==> config.mk <==
export PLATFORM = sky130hd
export DESIGN_NAME = sprite_row_drawer_p
export DESIGN_NICKNAME = d
export VERILOG_FILES = /design/src/rtl/sprite_row_drawer_p.sv
export SDC_FILE = /design/constraint.sdc
export NUM_CORES = 1
export LEC_CHECK = 0
export CAP_MARGIN = 20
export CORE_MARGIN = 5
export CORE_UTILIZATION = 39
export CTS_BUF_LIST = sky130_fd_sc_hd__clkbuf_8 sky130_fd_sc_hd__clkbuf_16
export CTS_CLUSTER_SIZE = 8
export DETAILED_ROUTE_END_ITERATION = 12
export GPL_ROUTABILITY_DRIVEN = 0
export GPL_TIMING_DRIVEN = 0
export MAX_ROUTING_LAYER = met4
export PLACE_DENSITY = 0.73
export REMOVE_ABC_BUFFERS = 1
export SYNTH_ARGS = -nofsm -noshare
export SYNTH_HDL_FRONTEND = slang
export SYNTH_SLANG_ARGS = --single-unit
==> constraint.sdc <==
create_clock -name clk -period 2.8 [get_ports clk]
set_input_delay 0.56 -clock clk [delete_from_list [all_inputs] [get_ports clk]]
set_output_delay 0.56 -clock clk [all_outputs]
set_load 0.05 [all_outputs]
==> src/rtl/sprite_row_drawer_p.sv <==
// Sprite row renderer: fetches one sprite row from ROM, mirrors/clips it and writes opaque pixels to the line buffer.
// Optional 2x horizontal scaling is compiled in when SPRITE_DRAWER_SCALE2X_EN is defined.
module sprite_row_drawer_p #(
  parameter int SPRITE_W   = 16,
  parameter int SPRITE_H   = 16,
  parameter int FRAME_BITS = 8,
  parameter int PIX_W      = 16,
  parameter int ROM_LAT    = 1,
  parameter int LINE_W     = 640,
  parameter int COL_W      = 11,
  localparam int IDX_W     = $clog2(SPRITE_W),
  localparam int ROW_W     = $clog2(SPRITE_H),
  localparam int ADDR_W    = FRAME_BITS + ROW_W + IDX_W
) (
  input  logic                  clk,
  input  logic                  reset_n,
  input  logic                  start,
  input  logic [COL_W-1:0]      col_base,
  input  logic                  flip,
  input  logic [FRAME_BITS-1:0] frame_id,
  input  logic [ROW_W-1:0]      row_off,
  input  logic                  abort,
`ifdef SPRITE_DRAWER_SCALE2X_EN
  input  logic                  scale2x,
`endif
  output logic [ADDR_W-1:0]     rom_addr,
  input  logic [PIX_W-1:0]      rom_q,
  output logic [9:0]            pixel_col,
  output logic [PIX_W-1:0]      pixel_data,
  output logic                  wren,
  output logic                  busy,
  output logic                  done
);

  localparam int OFF_W = IDX_W + 1;
  localparam int CW    = COL_W + 1;
  localparam logic [OFF_W-1:0]     LAST_1X    = OFF_W'(SPRITE_W - 1);
  localparam logic [OFF_W-1:0]     LAST_2X    = OFF_W'(2 * SPRITE_W - 1);
  localparam logic [1:0]           DRAIN_LAST = 2'(ROM_LAT - 1);
  localparam logic signed [CW-1:0] LINE_LIM   = CW'(LINE_W);

  typedef enum logic [1:0] {S_IDLE, S_FETCH, S_DRAIN} state_t;

  state_t                r_state, w_state_nxt;
  logic [COL_W-1:0]      r_col_base;
  logic                  r_flip;
  logic [FRAME_BITS-1:0] r_frame;
  logic [ROW_W-1:0]      r_row;
  logic [OFF_W-1:0]      r_step;
  logic [1:0]            r_drain;
  logic                  r_done;
  logic [ROM_LAT-1:0]    r_vld;
  logic [OFF_W-1:0]      r_pstep [ROM_LAT];

  logic                  w_scale;
  logic [OFF_W-1:0]      w_span_last;
  logic                  w_fetch_end, w_drain_end, w_accept, w_kill;
  logic                  w_out_vld;
  logic [OFF_W-1:0]      w_out_step, w_off;
  logic signed [CW-1:0]  w_col;
  logic                  w_onscreen;
  logic [IDX_W-1:0]      w_rom_idx;

`ifdef SPRITE_DRAWER_SCALE2X_EN
  logic r_scale;
  always_ff @(posedge clk or negedge reset_n) begin
    if (!reset_n)      r_scale <= 1'b0;
    else if (w_accept) r_scale <= scale2x;
  end
  assign w_scale = r_scale;
`else
  assign w_scale = 1'b0;
`endif

  // Each pixel step is one output column; in 2x mode two steps share one ROM index.
  assign w_span_last = w_scale ? LAST_2X : LAST_1X;
  assign w_fetch_end = (r_state == S_FETCH) && (r_step == w_span_last);
  assign w_drain_end = (r_state == S_DRAIN) && (r_drain == DRAIN_LAST);
  assign w_accept    = (r_state == S_IDLE) && start;
  assign w_kill      = (r_state != S_IDLE) && abort;

  always_comb begin
    // NOTE: default assigned first so every path drives the signal and no latch is inferred.
    w_state_nxt = r_state;
    unique case (r_state)
      S_IDLE:  if (start) w_state_nxt = S_FETCH;
      S_FETCH: begin
        if (abort)            w_state_nxt = S_IDLE;
        else if (w_fetch_end) w_state_nxt = S_DRAIN;
      end
      S_DRAIN: if (abort || w_drain_end) w_state_nxt = S_IDLE;
      default: w_state_nxt = S_IDLE;
    endcase
  end

  // NOTE: sequential state uses non-blocking assignments so all flops update from pre-edge values.
  always_ff @(posedge clk or negedge reset_n) begin
    if (!reset_n) r_state <= S_IDLE;
    else          r_state <= w_state_nxt;
  end

  always_ff @(posedge clk or negedge reset_n) begin
    if (!reset_n) begin
      r_col_base <= '0;
      r_flip     <= 1'b0;
      r_frame    <= '0;
      r_row      <= '0;
      r_step     <= '0;
      r_drain    <= '0;
      r_done     <= 1'b0;
    end else begin
      if (w_accept) begin
        r_col_base <= col_base;
        r_flip     <= flip;
        r_frame    <= frame_id;
        r_row      <= row_off;
        r_step     <= '0;
      end else if (r_state == S_FETCH) begin
        r_step <= r_step + OFF_W'(1);
      end
      r_drain <= (r_state == S_DRAIN) ? r_drain + 2'd1 : 2'd0;
      r_done  <= w_kill || w_drain_end;
    end
  end

  // Valid/step pipe aligned with rom_q; abort empties it so nothing is written after the abort edge.
  always_ff @(posedge clk or negedge reset_n) begin
    if (!reset_n) begin
      // NOTE: the step payload is reset with the valids so the pipe never holds X after reset.
      for (int k = 0; k < ROM_LAT; k++) begin
        r_vld[k]   <= 1'b0;
        r_pstep[k] <= '0;
      end
    end else begin
      for (int k = ROM_LAT - 1; k > 0; k--) begin
        r_vld[k]   <= r_vld[k-1] && !w_kill;
        r_pstep[k] <= r_pstep[k-1];
      end
      r_vld[0]   <= (r_state == S_FETCH) && !w_kill;
      r_pstep[0] <= r_step;
    end
  end

  assign w_out_vld  = r_vld[ROM_LAT-1];
  assign w_out_step = r_pstep[ROM_LAT-1];
  assign w_off      = r_flip ? (w_span_last - w_out_step) : w_out_step;
  assign w_col      = {r_col_base[COL_W-1], r_col_base} + {{(CW - OFF_W){1'b0}}, w_off};
  assign w_onscreen = !w_col[CW-1] && (w_col < LINE_LIM);

  assign wren       = w_out_vld && !rom_q[PIX_W-1] && w_onscreen;
  assign pixel_col  = w_out_vld ? w_col[9:0] : 10'd0;
  assign pixel_data = rom_q;

  assign w_rom_idx  = w_scale ? r_step[OFF_W-1:1] : r_step[IDX_W-1:0];
  assign rom_addr   = {r_frame, r_row, w_rom_idx};
  assign busy       = (r_state != S_IDLE);
  assign done       = r_done;

endmodule

==> flow_summary.toml <==
[final_layout]
insertedDiodeCount = 0
n_fill_cell = 477
drive_gt1_share_pct = 26.8
layout.nets = 292
mostFrequentLayoutCells = "clkdlybuf4s50_1, dfrtp_1, mux2_2, nor2_1, nand2_1"
fin_util_pct = 53.5
synthToLayoutAreaGrowth_pct = 35.1
final_common_cell = "clkdlybuf4s50_1"

[route]
vias_per_cell = 4.87
dr_wl_met3_microns = 374
dr.pass1.iters = 4
postRouteWirelength_microns = 4420
first_iter_violations = 28
route.detailed.drc = 0
vias = 1516
ant_nets = 0
wl_met2_microns = 2280
highest_layer = "met4"
wl_per_cell_microns = 14.2
met1Wirelength_microns = 1730

[grt]
grt_pass1_wl_microns = 7390
antenna_found_initial = 0
overflow = 0
grt_usage_pct = 13.2
grt_max_degree = 28
grt_pass1_vias = 1600

[synth]
syn_avg_cell_area_sq_um = 11.2
synthAdderAreaFrac_pct = 6.20
syn_inst = 191
ys_seq_area_share_pct = 46.8
synth_top_family_by_area = "multiplexers"
synth.area.mux_share_pct = 12.8
synth-compound-area-share_pct = 8.36
synth-simple-area-share_pct = 12.3
synth_cell_type_count = 39
syn_area_sq_mm = 0.00214
ys_ff_latch = 40
synth_warnings = 0
synth_xor_area_share_pct = 4.09

[worst_setup_path]
worstSetupPathType = "reg2out"
cp-end-kind = "primary output"
cp-start-kind = "flip-flop"
r2r-start = "r_state[1]$_DFFE_PN0P_"
critical_path.top_delay_family = "compound AO/OA/AOI/OAI gates"
critPathSlowestCell = "dfrtp_2"
critical_path_buf_inv_count = 1
required_ns = 2.24
max_stage_delay_ns = 0.46
path_cells = "xor2_2 > ha_1 > a211oi_4 > nor2_2 > mux2_4 > nor4_4 > o221a_1 > buf_6"
crit_arrival_ns = 2.54
worstPathMaxFanout = 5
startpoint = "r_flip$_DFFE_PN0P_"

[power_and_ir_drop]
p_leak_uw = 0.00124
power_density_mw_per_mm2 = 903
ir_worst_vdd_mv = 0.411

[placement]
place_hpwl_microns = 3310
portBuffers = 58
post-place-ws_ns = -0.790

[clocking]
cts_made_buffers = 5
path_clk_slew_ns = 0.08
cts_tree = "done"
ctsHoldBuffers = 0
cts.sinks = 40
cts.path.max_buffers = 2
clk_latency_ns = 0.28
cts_root_buf = "clkbuf_8"
htree_levels = 2

[floorplanning]
fp-row-count = 27
initial_core_util_pct = 39.6
die_h_microns = 84.1
die-area_sq_mm = 0.00707
ios = 89
die_w_microns = 84.1
core_sq_mm = 0.00541

[timing]
max_freq_mhz = 323
min_period_ns = 3.10
slew_viol_final = 0
final.period_utilization_pct = 111
worst_slew_pin_slew_ns = 0.591
relSlewSlack_pct = 60.6
hold_violations = 0
fin_ws_ns = -0.297
whs_ns = 0.169
setup_viol = 5
fin_worst_skew_ns = 0.00696
rsz0062_at_grt = "true"

[outcome]
failed_checks = "setup timing"
outcome = "complete, but fails checks"

[hold_path]
hp-class = "in2async"

[flow_run]
cap_violations = 0
-- Yosys cell counts, drive strengths merged --
| master | n | area (sq um) |
|---|---|---|
| a211oi | 1 | 12.5 |
| a21o | 1 | 7.51 |
| a21oi | 5 | 25.0 |
| a221o | 1 | 11.3 |
| a31oi | 2 | 18.8 |
| and2 | 8 | 51.3 |
| and3 | 2 | 12.5 |
| and3b | 1 | 8.76 |
| buf | 24 | 173 |
| clkbuf | 2 | 7.51 |
| dfrtp | 40 | 1000 |
| fa | 1 | 20.0 |
| ha | 9 | 113 |
| inv | 6 | 22.5 |
| mux2 | 24 | 274 |
| nand2 | 10 | 37.5 |
| nand2b | 1 | 6.26 |
| nand3 | 2 | 10.0 |
| nand3b | 1 | 7.51 |
| nand4 | 2 | 12.5 |
| nor2 | 14 | 52.6 |
| nor2b | 2 | 12.5 |
| nor3 | 2 | 10.0 |
| nor3b | 4 | 30.0 |
| nor4 | 1 | 12.5 |
| o2111ai | 1 | 15.0 |
| o211ai | 1 | 7.51 |
| o21ai | 8 | 40.0 |
| o21bai | 1 | 7.51 |
| o221a | 1 | 11.3 |
| o22ai | 1 | 6.26 |
| o31a | 1 | 8.76 |
| o31ai | 1 | 7.51 |
| xnor2 | 4 | 35.0 |
| xor2 | 6 | 52.6 |
-- final timing paths --
kind / slack [ns] / to / cells past startpoint
max: -0.30 / wren / 8
min: 0.17 / done$_DFF_PN0_ / 1
max reg2reg: 0.96 / r_row[3]$_DFFE_PN0P_ / 4
min reg2reg: 0.42 / r_drain[0]$_DFF_PN0_ / 1
max in group asynchronous: 2.18 / r_flip$_DFFE_PN0P_ / 2
min in group clk: 0.42 / r_drain[0]$_DFF_PN0_ / 1
-- flip-flops by register name, indices dropped and copies added, names as in the netlist --
signal	flops
r_step	5
r_state	2
r_col_base	11
r_pstep	5
r_row	4
r_flip	1
done	1
r_vld	1
r_drain	2
r_frame	8
-- metal layers --
layer / track usage (%) / up-vias
li1: - / 728
met1: 14.1 / 729
met2: 22.3 / 55
met3: 5.92 / 4
met4: 3.51 / 0
met5: - / -
-- cell type report --
| cell class | count | area [sq um] | area share, % |
|---|---|---|---|
| Inverter | 6 | 22.5 | 0.779 |
| Timing Repair Buffer | 66 | 668 | 23.1 |
| Sequential cell | 40 | 1000 | 34.6 |
| Multi-Input combinational cell | 119 | 1000 | 34.6 |
| Clock buffer | 5 | 68.8 | 2.38 |
| Clock inverter | 3 | 38.8 | 1.34 |
| Tap cell | 72 | 90.1 | 3.11 |
-- cells by family after synthesis --
| group | after synthesis |
|---|---|
| buf+inv | 32 |
| simple gates | 50 |
| mux | 24 |
| fa+ha+maj | 10 |
| compound gates | 25 |
| flops | 40 |
| xor+xnor | 10 |
-- repair_timing --
item / CTS / global route
gates resized for setup: 69 / 9
endpoints found under the setup margin: 10 / 8
buffers inserted: 5 / 1
pin swaps: 14 / 6
-- power by group --
part / total [uW] / internal (uW) / leakage (uW) / switching [uW]
clock network: 451 / 261 / 0.0000593 / 190
logic: 1350 / 580 / 0.000687 / 770
registers: 811 / 703 / 0.000492 / 108
-- stage by stage --
stage	power, uW	cells	instance area, sq um	TNS (ns)
2_1_floorplan	1640	165	1960	-0.214
3_3_place_gp	1980	295	2630	-3.81
3_5_place_dp	2010	297	2670	-3.90
4_1_cts	2590	310	2860	-0.912
5_1_grt	2780	311	2890	-1.47
6_report	2610	311	2890	-0.754
-- worst reg2reg max path: stages, from the launching register on --
cell     delay (ns)
dfrtp_1        0.43
nor2_1         0.19
and2_1         0.53
buf_16         0.23
mux2_2         0.36
Note: power is estimated with default switching activity, not from simulation.
